### src/rtl/check_node_serial_if.sv
// Handshake bundle between the variable-node FIFOs and the serial check node.
interface check_node_serial_if;
  logic       in_valid;
  logic       in_ready;
  logic [5:0] in_beta;
  logic       in_last;
  logic       out_valid;
  logic       out_ready;
  logic [5:0] out_alpha;
  logic       out_last;
  logic       err;

  // Producer of betas / consumer of alphas
  modport master (
    output in_valid, in_beta, in_last, out_ready,
    input  in_ready, out_valid, out_alpha, out_last, err
  );

  // The check node itself
  modport slave (
    input  in_valid, in_beta, in_last, out_ready,
    output in_ready, out_valid, out_alpha, out_last, err
  );
endinterface

### src/rtl/check_node_serial.sv
// Serial offset-min-sum LDPC check node: collects one beta per cycle, then
// replays one alpha per cycle using min1/min2/idx and the sign parity.
module check_node_serial #(
  parameter int unsigned DEG_MAX = 8,
  parameter int unsigned OFFSET  = 0
) (
  input  logic                clk,
  input  logic                rst,
  check_node_serial_if.slave  bus
);

  localparam int unsigned CW = $clog2(DEG_MAX + 1);
  localparam int unsigned IW = $clog2(DEG_MAX);
  localparam int unsigned MW = 5;
  localparam int unsigned BW = 6;

  typedef enum logic {COLLECT, EMIT} state_t;

  state_t               state;
  logic [CW-1:0]        cnt;
  logic [MW-1:0]        min1;
  logic [MW-1:0]        min2;
  logic [IW-1:0]        idx;
  logic                 parity;
  logic [DEG_MAX-1:0]   sign_q;
  logic [IW-1:0]        k;
  logic                 out_valid_q;
  logic [BW-1:0]        out_alpha_q;
  logic                 out_last_q;
  logic                 err_q;

  logic                 accept;
  logic [BW-1:0]        neg_beta;
  logic [MW-1:0]        mag;
  logic [CW-1:0]        n_cnt;
  logic [MW-1:0]        n_min1;
  logic [MW-1:0]        n_min2;
  logic [IW-1:0]        n_idx;
  logic                 n_parity;
  logic [DEG_MAX-1:0]   n_sign;
  logic                 done;
  logic                 overflow;
  logic [IW-1:0]        k_next;
  logic                 next_is_last;

  // Apply offset and sign to the selected minimum; zero magnitude stays +0
  function automatic logic [BW-1:0] alpha_calc(input logic use_min2, input logic sgn,
                                               input logic [MW-1:0] m1, input logic [MW-1:0] m2);
    logic [MW-1:0] m;
    logic [MW-1:0] mo;
    m  = use_min2 ? m2 : m1;
    mo = (m > MW'(OFFSET)) ? m - MW'(OFFSET) : MW'(0);
    return sgn ? BW'(-{1'b0, mo}) : {1'b0, mo};
  endfunction

  assign bus.in_ready  = (state == COLLECT) && !rst;
  assign bus.out_valid = out_valid_q;
  assign bus.out_alpha = out_alpha_q;
  assign bus.out_last  = out_last_q;
  assign bus.err       = err_q;

  assign accept = bus.in_valid && bus.in_ready;

  // Accumulator update for the beta being accepted this cycle
  always_comb begin
    neg_beta = BW'(-bus.in_beta);
    mag      = MW'(0);
    n_min1   = min1;
    n_min2   = min2;
    n_idx    = idx;
    n_sign   = sign_q;
    n_parity = parity ^ bus.in_beta[5];
    n_cnt    = cnt + CW'(1);
    if (bus.in_beta == 6'b100000) mag = MW'(31);
    else if (bus.in_beta[5])      mag = neg_beta[MW-1:0];
    else                          mag = bus.in_beta[MW-1:0];
    if (mag < min1) begin
      n_min2 = min1;
      n_min1 = mag;
      n_idx  = IW'(cnt);
    end else if (mag < min2) begin
      n_min2 = mag;
    end
    n_sign[IW'(cnt)] = bus.in_beta[5];
    overflow     = (n_cnt == CW'(DEG_MAX)) && !bus.in_last;
    done         = bus.in_last || (n_cnt == CW'(DEG_MAX));
    k_next       = k + IW'(1);
    next_is_last = (CW'(k) + CW'(2)) == cnt;
  end

  // Collect/emit state machine with registered outputs
  always_ff @(posedge clk) begin
    if (rst) begin
      state       <= COLLECT;
      cnt         <= '0;
      min1        <= MW'(31);
      min2        <= MW'(31);
      idx         <= '0;
      parity      <= 1'b0;
      sign_q      <= '0;
      k           <= '0;
      out_valid_q <= 1'b0;
      out_alpha_q <= '0;
      out_last_q  <= 1'b0;
      err_q       <= 1'b0;
    end else begin
      case (state)
        COLLECT: begin
          if (accept) begin
            cnt    <= n_cnt;
            min1   <= n_min1;
            min2   <= n_min2;
            idx    <= n_idx;
            parity <= n_parity;
            sign_q <= n_sign;
            if (overflow) err_q <= 1'b1;
            if (done) begin
              state       <= EMIT;
              k           <= '0;
              out_valid_q <= 1'b1;
              out_alpha_q <= alpha_calc(n_idx == '0, n_parity ^ n_sign[0], n_min1, n_min2);
              out_last_q  <= (n_cnt == CW'(1));
            end
          end
        end
        EMIT: begin
          if (bus.out_ready) begin
            if (out_last_q) begin
              state       <= COLLECT;
              out_valid_q <= 1'b0;
              out_alpha_q <= '0;
              out_last_q  <= 1'b0;
              cnt         <= '0;
              min1        <= MW'(31);
              min2        <= MW'(31);
              idx         <= '0;
              parity      <= 1'b0;
              k           <= '0;
            end else begin
              k           <= k_next;
              out_alpha_q <= alpha_calc(k_next == idx, parity ^ sign_q[k_next], min1, min2);
              out_last_q  <= next_is_last;
            end
          end
        end
        default: state <= COLLECT;
      endcase
    end
  end

endmodule

### src/flat_wrapper.sv
// flat-port wrapper written by rule: the top's interface ports become plain ports
module check_node_serial_flat 
#(
  parameter int unsigned DEG_MAX = 8,
  parameter int unsigned OFFSET  = 0
)
  (clk, rst, bus_in_valid, bus_in_beta, bus_in_last, bus_out_ready, bus_in_ready, bus_out_valid, bus_out_alpha, bus_out_last, bus_err);
  check_node_serial_if bus_i ();
  input  logic clk;
  input  logic rst;
  input wire logic [$bits(bus_i.in_valid)-1:0] bus_in_valid;
  input wire logic [$bits(bus_i.in_beta)-1:0] bus_in_beta;
  input wire logic [$bits(bus_i.in_last)-1:0] bus_in_last;
  input wire logic [$bits(bus_i.out_ready)-1:0] bus_out_ready;
  output wire logic [$bits(bus_i.in_ready)-1:0] bus_in_ready;
  output wire logic [$bits(bus_i.out_valid)-1:0] bus_out_valid;
  output wire logic [$bits(bus_i.out_alpha)-1:0] bus_out_alpha;
  output wire logic [$bits(bus_i.out_last)-1:0] bus_out_last;
  output wire logic [$bits(bus_i.err)-1:0] bus_err;
  assign bus_i.in_valid = bus_in_valid;
  assign bus_i.in_beta = bus_in_beta;
  assign bus_i.in_last = bus_in_last;
  assign bus_i.out_ready = bus_out_ready;
  assign bus_in_ready = bus_i.in_ready;
  assign bus_out_valid = bus_i.out_valid;
  assign bus_out_alpha = bus_i.out_alpha;
  assign bus_out_last = bus_i.out_last;
  assign bus_err = bus_i.err;
  check_node_serial #(.DEG_MAX(DEG_MAX), .OFFSET(OFFSET)) u_core (.clk(clk), .rst(rst), .bus(bus_i));
endmodule
### config.mk
export PLATFORM = sky130hd
export DESIGN_NAME = check_node_serial_flat
export DESIGN_NICKNAME = d
export VERILOG_FILES = /design/src/rtl/check_node_serial_if.sv /design/src/rtl/check_node_serial.sv /design/src/flat_wrapper.sv
export SDC_FILE = /design/constraint.sdc
export NUM_CORES = 1
export LEC_CHECK = 0
export CAP_MARGIN = 20
export CORE_MARGIN = 1.5
export CORE_UTILIZATION = 30
export CTS_BUF_LIST = sky130_fd_sc_hd__clkbuf_8
export DETAILED_ROUTE_END_ITERATION = 10
export SKIP_CTS_REPAIR_TIMING = 1
export SLEW_MARGIN = 10
export SYNTH_ARGS = -nofsm -noshare
export SYNTH_HDL_FRONTEND = slang
export SYNTH_SLANG_ARGS = --single-unit
### constraint.sdc
create_clock -name clk -period 8.1 [get_ports clk]
set_clock_uncertainty 0.05 [all_clocks]
set_input_delay 2.43 -clock clk [delete_from_list [all_inputs] [get_ports clk]]
set_output_delay 2.43 -clock clk [all_outputs]
set_load 0.02 [all_outputs]
# Word-level counts from Yosys, hierarchy flattened
# Cells that the tools add are included.
word_totals:
  output_inout_bits: 10
  regBits: 39
classes:
  n_addsub: 6
  magnitude_cmp: 7
  bitwise_logic: 4
  n_eq_ne: 9
  reduce_logical: 13
  mux: 58
op_table:
  columns: ["operator", "count"]
  rows:
  - ["2-to-1 mux 5 bit", 13]
  - ["2-to-1 mux 6 bit", 6]
  - ["2-to-1 mux 3 bit", 8]
  - ["one-hot mux 5 bit (2 select lines)", 2]
  - ["2-to-1 mux 1 bit", 15]
  - ["2-to-1 mux 4 bit", 3]
  - ["negator 5 -> 6 bit", 2]
  - ["one-hot mux 3 bit (2 select lines)", 2]
  - ["one-hot mux 6 bit (2 select lines)", 1]
  - ["> comparator 5 x 1 -> 1 bit, second input constant", 2]
  - ["less-than comparator 5 bit", 2]
  - ["AND reduction 3 bit", 3]
  - ["bitwise mux 8 bit", 1]
  - ["less-than comparator 3 x 4 -> 1 bit, second input constant", 2]
  - ["one-hot mux 1 bit (2 select lines)", 4]
  - ["one-hot mux 4 bit (2 select lines)", 1]
  - ["== test 6 bit, second input constant", 1]
  - ["negator 5 bit", 1]
  - ["adder 3 x 2 -> 4 bit, second input constant", 1]
  - ["adder 4 x 1 -> 4 bit, second input constant", 1]
  - ["== test 4 x 1 -> 1 bit, second input constant", 1]
  - ["== test 4 bit", 1]
  - ["== test 4 bit, second input constant", 1]
  - ["logical AND 1 bit", 4]
  - ["14 further kinds", 19]

# Longest topological paths before layout
# Gate-level depths: netlist of run 1.
depth:
  word_depth: 14
  ltp_mapped: 19
  depth_no_buf: 18

# Worst setup path before layout of run 1
# No wires, ideal clock.
synth_path:
  path_kind: "input to register"
  startpoint: "in bus_in_beta[1]"
  endpoint: "reg u_core.out_alpha_q[2] (netlist: u_core.bus.out_alpha[2])"
  path_slack_ps: 2637
  required_ps: 7972
  arrival_ps: 5335
  cell_stages: 19
  path_cell_list: "inv_1 > ha_1 > nor3b_4 > nand2_1 > and2_1 > inv_1 > ha_1 > a21oi_1 > o21ai_0 > o21ba_1 > buf_2 > mux2i_1 > a221oi_4 > inv_1 > ha_1 > nor2_1 > xnor2_1 > o221a_1 > nor3_1"
synth_between:
  elab_chain_len: 14
  elab_cells_between_ends: 19
  cone_classes: "add/sub: 2; order compare: 3; eq/ne: 1; mux: 12; reduce/logical: 1"
synth_rtl:
  columns: ["element", "line", "text"]
  rows:
  - ["start: declaration", "flat_wrapper.sv:12", "input wire logic [$bits(bus_i.in_beta)-1:0] bus_in_beta;"]
  - ["negator 5 bit", "check_node_serial.sv:66", "neg_beta = BW'(-bus.in_beta);"]
  - ["2-to-1 mux 5 bit", "check_node_serial.sv:75", "else if (bus.in_beta[5]) mag = neg_beta[MW-1:0];"]
  - ["2-to-1 mux 5 bit (*)", "check_node_serial.sv:74", "if (bus.in_beta == 6'b100000) mag = MW'(31);"]
  - ["less-than comparator 5 bit, on equally long branches", "check_node_serial.sv:77, check_node_serial.sv:81", null]
  - ["2-to-1 mux 3 bit / 2-to-1 mux 5 bit (equally long branches)", "check_node_serial.sv:77, check_node_serial.sv:81", null]
  - ["logical NOT 3 bit / 2-to-1 mux 5 bit (equally long branches)", "check_node_serial.sv:121, check_node_serial.sv:77", null]
  - ["2-to-1 mux 5 bit (*)", "check_node_serial.sv:51", "m = use_min2 ? m2 : m1;"]
  - ["> comparator 5 x 1 -> 1 bit", "check_node_serial.sv:52", "mo = (m > MW'(OFFSET)) ? m - MW'(OFFSET) : MW'(0);"]
  - ["2-to-1 mux 5 bit (*)", "check_node_serial.sv:52", null]
  - ["negator 5 -> 6 bit", "check_node_serial.sv:53", "return sgn ? BW'(-{1'b0, mo}) : {1'b0, mo};"]
  - ["2-to-1 mux 6 bit (*)", "check_node_serial.sv:53", null]
  - ["2-to-1 mux 6 bit (*)", "check_node_serial.sv:117", "if (done) begin"]
  - ["2-to-1 mux 6 bit (*)", "check_node_serial.sv:109", "if (accept) begin"]
  - ["one-hot mux 6 bit (2 select lines) (*)", "check_node_serial.sv:107", "case (state)"]
  - ["end signal: assignment", "check_node_serial.sv:121", "out_alpha_q <= alpha_calc(n_idx == '0, n_parity ^ n_sign[0], n_min1, n_min2);"]
  - ["end signal: assignment", "check_node_serial.sv:141", "out_alpha_q <= alpha_calc(k_next == idx, parity ^ sign_q[k_next], min1, min2);"]
  - ["end: declaration", "check_node_serial.sv:28", "logic [BW-1:0] out_alpha_q;"]
# Mark *: on every way between the ends. The rest lies on a longest branch, timed or not. The select of a mux whose other input is x is not followed.
# A chain may end at the register's enable or synchronous reset.

# Worst setup path in the final report of run 1
layout_path:
  startpoint: "in rst"
  endpoint: "out bus_in_ready"
layout_between:
  elab_chain_len: 2
layout_rtl:
  columns: ["element", "line", "text"]
  rows:
  - ["start: declaration", "flat_wrapper.sv:10", "input logic rst;"]
  - ["logical NOT 1 bit", "check_node_serial.sv:56", "assign bus.in_ready = (state == COLLECT) && !rst;"]
  - ["logical AND 1 bit", "check_node_serial.sv:56", null]
  - ["end: declaration", "flat_wrapper.sv:15", "output wire logic [$bits(bus_i.in_ready)-1:0] bus_in_ready;"]
# Every way passes these cells.

==> results of run 1 <==
sequential cells by signal, indices dropped and copies added (netlist names):
| signal | cells |
|---|---|
| u_core.bus.out_valid | 1 |
| u_core.state | 1 |
| u_core.bus.out_last | 1 |
| u_core.min2 | 5 |
| u_core.bus.err | 1 |
| u_core.cnt | 4 |
| u_core.k | 3 |
| u_core.sign_q | 8 |
| u_core.bus.out_alpha | 6 |
| u_core.parity | 1 |
| u_core.idx | 3 |
| u_core.min1 | 5 |
power by group through the flow:
stage	Combinational (mW)	Clock [mW]	Sequential [mW]
finish	0.136	0.146	0.211
CTS	0.135	0.152	0.211
floorplan	0.100	0	0.214
detailed placement	0.134	0	0.215
global placement	0.132	0	0.215
global route	0.150	0.158	0.212
worst max-delay path, stage by stage:
cell and delay [ps]:
clkdlybuf4s50_1 450, buf_4 380, nor2_1 120, clkdlybuf4s50_1 580
metal layers:
metal | GRT usage | part of all wire
met1 | 0.207 | 0.46
met2 | 0.256 | 0.46
met3 | 0.0284 | 0.061
met4 | 0.0542 | 0.018
met5 | 0 | 0
cells by family (layout without fill, tap and decap cells):
group | count (synthesis) | in the layout
compound gates | 88 | 88
xor+xnor | 16 | 16
fa+ha+maj | 15 | 15
buf+inv | 37 | 47
flops | 39 | 39
mux | 20 | 20
simple gates | 139 | 139
how the worst min path moves through the flow:
stage / from / end / slack (ps) / cells after the start
6_report: u_core.sign_q[2] / u_core.sign_q[2] / 410 / 2
5_1_grt: u_core.sign_q[2] / u_core.sign_q[2] / 430 / 2
4_1_cts: u_core.sign_q[2] / u_core.sign_q[2] / 420 / 2
3_5_place_dp: u_core.sign_q[2] / u_core.sign_q[2] / 400 / 2
3_3_place_gp: u_core.bus.out_valid / u_core.bus.out_valid / 400 / 2
2_1_floorplan: u_core.sign_q[2] / u_core.sign_q[2] / 380 / 2
layout by cell type, fill, tap and decap left out, types with 3 or more instances in the layout:
| master | n |
|---|---|
| a211oi_1 | 5 |
| a21oi_1 | 23 |
| a22oi_1 | 4 |
| and2_1 | 5 |
| clkbuf_8 | 6 |
| clkdlybuf4s50_1 | 20 |
| dfxtp_1 | 39 |
| ha_1 | 15 |
| inv_1 | 18 |
| mux2i_1 | 15 |
| nand2_1 | 31 |
| nand2b_1 | 11 |
| nand3_1 | 11 |
| nor2_1 | 45 |
| nor2b_1 | 4 |
| nor3_1 | 12 |
| o211ai_1 | 4 |
| o21ai_0 | 13 |
| o21bai_1 | 3 |
| o22ai_1 | 7 |
| xnor2_1 | 10 |
| xor2_1 | 5 |
layout make-up:
type | instances | area [um^2]
inverters | 18 | 67.6
multi-input cells | 278 | 1930
clock inverters | 2 | 16.3
repair buffers | 21 | 208
flip-flops and latches | 39 | 781
fillers | 978 | 6000
well taps | 129 | 161
clock buffers | 6 | 82.6
metrics by stage:
stage,setup slack [ps],hold slack (ps),std cells,util
after floorplan,2640,383,354,-
after global placement,1580,396,485,0.340
after detailed placement,1450,403,485,0.340
after CTS,1660,416,493,0.351
after global routing,1410,430,493,0.351
final,1660,413,493,0.351
==> metrics.cfg, run 1 <==
[pwr]
pwr-share-comb = 0.276
p_clk_frac = 0.297
vdd_drop_max_mv = 0.0608
p_seq_frac = 0.427
swShare = 0.340
total_power_mw = 0.494
p_per_area_nw_per_um2 = 152
power.switching_mw = 0.168
internal_power_mw = 0.326
power.leakage_nw = 1.38

[global_route]
grt_pass1_vias = 2570
grt_pass1_wl_um = 12600
grt_usage = 0.156
antenna_found_initial = 0
grt_max_degree = 41
overflow = 0

[clock_network]
ctsHtreeMaxLevel = 2
clk_pin_slew_ps = 90
clock_latency_ps = 300
cts_made_buffers = 5
cts.sinks = 39
cts_tree = built
clock_path_buffers = 2
clock_tree.root_cell = clkbuf_8

[yosys]
synth_compound_area_frac = 0.231
ys_ff_latch = 39
ys.flop_type = dfxtp_1
synth-xor-area-share = 0.0536
ys_warn_count = 0
synth_nets = 380
postSynthCellCount = 354
yosys.area_share.simple = 0.242
synth_edf_count = 0
avgSynthCellArea_um2 = 8.11
ys_seq_area_frac = 0.272
syn-cell-area_um2 = 2870
ys_async_sr_fraction = 0
synth_top_family_by_area = simple AND/OR/NAND/NOR gates
ys_types = 65
synth_top_cells_by_area = dfxtp_1 27%, ha_1 6.5%, nor2_1 5.9%, mux2i_1 5.2%, nand2_1 4.1%
yosys-top-cells-count = 45 x nor2_1, 39 x dfxtp_1, 31 x nand2_1, 23 x a21oi_1, 18 x inv_1
synth_top_area_share = 0.272
yosys.area_share.adder = 0.0654
synth.area.mux_share = 0.0798
synth_top_area_cell = dfxtp_1
synthMostInstantiatedCell = nor2_1

[cells_and_area]
fin_area_um2 = 3240
drive_gt1_frac = 0.0769
syn_to_final_growth_pct = 13.0
nNetsFinal = 389
antennaDiodeCount = 0

[setup_path]
crit_end = bus_in_ready
end_kind = primary output
cp.arrival_ps = 3960
crit_type = input port to primary output
r2r_start = u_core.min1[3]
timing.reg2reg.worst_path_depth = 13
critPathMaxFanout = 40
required_ps = 5620
worst_r2r_endpoint = u_core.bus.out_alpha[2]
cp-start-kind = input port
critPathLaunch = rst
reg2reg_slack_ps = 4890

[placement]
dpl_cell_area_um2 = 3150
finalWeightedCongestion = 0.928
dp_hpwl_um = 5500
port_buffers = 20

[timing]
finalSetupTns_ps = 0
final.period_utilization = 0.795
rsz0062_at_grt = no
finalHoldViolCount = 0
setup_viol_count_final = 0
worst_slew_margin_rel = 0.517
maxSlewViolCount = 0
fmax_ghz = 0.155
worst_slew_pin_slew_ps = 719
period_needed_ps = 6440

[route]
drtPass1Iterations = 5
wl_per_cell_um = 15.0
via_count = 2655
final_antenna_net_count = 0
drc = 0
routed_via_density = 5.39
wirelength_um = 7390
first_iter_violations = 102

[die]
die_y_um = 101
die-area_um2 = 10200
ios = 21
start_util = 0.311
core-area_um2 = 9240
fp.dieW_um = 101
fp-row-count = 35

[job]
cap_viol_max_count = 0

[outcome]
outcome = finished, final reports clean

[hold_path]
hold_class = register to register

No activity file was read; power rests on OpenSTA's default activity.
==> run 2, diff against run 1 <==
==> constraint.sdc (replaced) <==
create_clock -name clk -period 5.47 [get_ports clk]
set_clock_uncertainty 0.05 [all_clocks]
set_input_delay 1.641 -clock clk [delete_from_list [all_inputs] [get_ports clk]]
set_output_delay 1.641 -clock clk [all_outputs]
set_load 0.02 [all_outputs]
==> metrics.cfg, run 2 (synthesized netlist as in run 1, its figures left out) <==
[clock_network]
clock_path_buffers = 2  ; unchanged
cts_tree = built  ; unchanged
ctsHtreeMaxLevel = 2  ; unchanged
cts.sinks = 39  ; unchanged
cts_made_buffers = 5  ; unchanged
clock_latency_ps = 300  ; about the same
clk_pin_slew_ps = 90  ; about the same
clock_tree.root_cell = clkbuf_8  ; unchanged

[timing]
period_needed_ps = 5130
maxSlewViolCount = 0  ; unchanged
rsz0062_at_grt = no  ; unchanged
finalSetupTns_ps = 0  ; unchanged
worst_hold_slack_ps = 421  ; was 413 ps
final.period_utilization = 0.939
setup_viol_count_final = 0  ; unchanged
worst_slew_margin_rel = 0.573  ; was 0.517
finalHoldViolCount = 0  ; unchanged
fmax_ghz = 0.195
worst_slew_pin_slew_ps = 636  ; was 719 ps

[outcome]
outcome = finished, final reports clean  ; unchanged

[cells_and_area]
fillers = 953  ; was 978
antennaDiodeCount = 0  ; unchanged
largest_register_ff_count = 8  ; unchanged
top_register = u_core.sign_q  ; unchanged
nNetsFinal = 397  ; was 389
final_common_cell = nor2_1  ; unchanged
drive_gt1_frac = 0.0968  ; was 0.0769
final_cell_mix = 45 x nor2_1, 39 x dfxtp_1, 31 x nand2_1  ; unchanged
syn_to_final_growth_pct = 15.7  ; was 13.0%

[route]
first_iter_violations = 125  ; was 102
wirelength_um = 7410  ; was 7390 um
drc = 0  ; unchanged
wl_per_cell_um = 14.8  ; was 15.0 um
via_count = 2626  ; was 2655
routed_via_density = 5.24  ; was 5.39
drtPass1Iterations = 4  ; was 5
final_antenna_net_count = 0  ; unchanged

[global_route]
grt_pass1_wl_um = 12500  ; was 12600 um
antenna_found_initial = 0  ; unchanged
grt_pass1_vias = 2566  ; was 2570
grt_usage = 0.154  ; was 0.156
overflow = 0  ; unchanged
grt_max_degree = 40  ; was 41

[die]
fp.dieW_um = 101  ; unchanged
ios = 21  ; unchanged
start_util = 0.311  ; unchanged
die-area_um2 = 10200  ; unchanged
die_y_um = 101  ; unchanged
core-area_um2 = 9240  ; unchanged
fp-row-count = 35  ; unchanged

[placement]
finalWeightedCongestion = 0.880  ; was 0.928
dp_hpwl_um = 5620  ; was 5500 um
port_buffers = 20  ; unchanged

[job]
cap_viol_max_count = 0  ; unchanged

[setup_path]
end_kind = register  ; was primary output
critPathMaxFanout = 5  ; was 40
cp-start-kind = input port  ; unchanged
crit_type = input port to register  ; was input port to primary output
required_ps = 5650  ; was 5620 ps
cp.arrival_ps = 5310  ; was 3960 ps

[hold_path]
hold_class = register to register  ; unchanged

[pwr]
vdd_drop_max_mv = 0.0966  ; was 0.0608 mV
p_per_area_nw_per_um2 = 234  ; was 152 nW/um^2
power.leakage_nw = 1.43  ; was 1.38 nW

==> run 2: changes by cell type in the layout (fill, tap and decap cells not counted) <==
cell	previous run	this run
clkinvlp_4	1	0
clkbuf_8	6	5
buf_4	1	9
bufinv_16	0	1
inv_6	0	1
==> run 2: worst max-delay path: stages <==
cell             delay (ps)
clkdlybuf4s50_1         420
inv_1                    80
ha_1                    160
nor3b_4                 320
nand2_1                 130
and2_1                  180
inv_1                   110
ha_1                    250
a21oi_1                 130
o21ai_0                 110
o21ba_1                 350
mux2i_1                 170
a221oi_4                320
inv_1                    80
ha_1                    230
nor2_1                  150
xnor2_1                  80
o221a_1                 240
nor3_1                  150
==> run 2: layer usage <==
layer / wire length, um / global-route usage / up-vias / share of wire
met2: 3360 / 0.246 / 68 / 0.45
met3: 322 / 0.0257 / 8 / 0.043
met4: 73 / 0.0423 / 0 / 0.0099
met5: 0 / 0 / - / 0
met1: 3650 / 0.215 / 1244 / 0.49
li1: - / - / 1306 / -
==> run 2: path summary, 6_finish.rpt <==
path	depth (start not counted)	slack (ps)	start	to
worst max-delay path	19	340	bus_in_beta[1]	u_core.bus.out_alpha[2]
worst max register to register	13	2380	u_core.min1[3]	u_core.bus.out_alpha[2]
worst min register to register	2	420	u_core.bus.out_valid	u_core.bus.out_valid
worst min-delay path	2	420	u_core.bus.out_valid	u_core.bus.out_valid
==> run 2: area by class of cell <==
type | count | area (um^2) | area share
sequential | 39 | 781 | 0.235
timing repair buffer | 29 | 268 | 0.0806
tap | 129 | 161 | 0.0486
inverter | 18 | 67.6 | 0.0203
multi-input combinational | 278 | 1930 | 0.580
clock buffer | 5 | 68.8 | 0.0207
clock inverter | 3 | 47.5 | 0.0143
==> run 2: per-stage QoR <==
stage	cells	cell area (um^2)	worst slack [ps]	utilization	power, mW
2_1_floorplan	354	2870	796	-	0.465
3_3_place_gp	493	3210	109	0.347	0.523
3_5_place_dp	493	3210	40.5	0.347	0.525
4_1_cts	501	3320	348	0.360	0.783
5_1_grt	501	3320	18.4	0.360	0.821
6_report	501	3320	335	0.360	0.777
==> run 2: where the power goes <==
group	switching, mW	internal [mW]	leakage (nW)
sequential	0.0164	0.295	0.317
combinational	0.118	0.0910	1.05
clock	0.118	0.138	0.0587
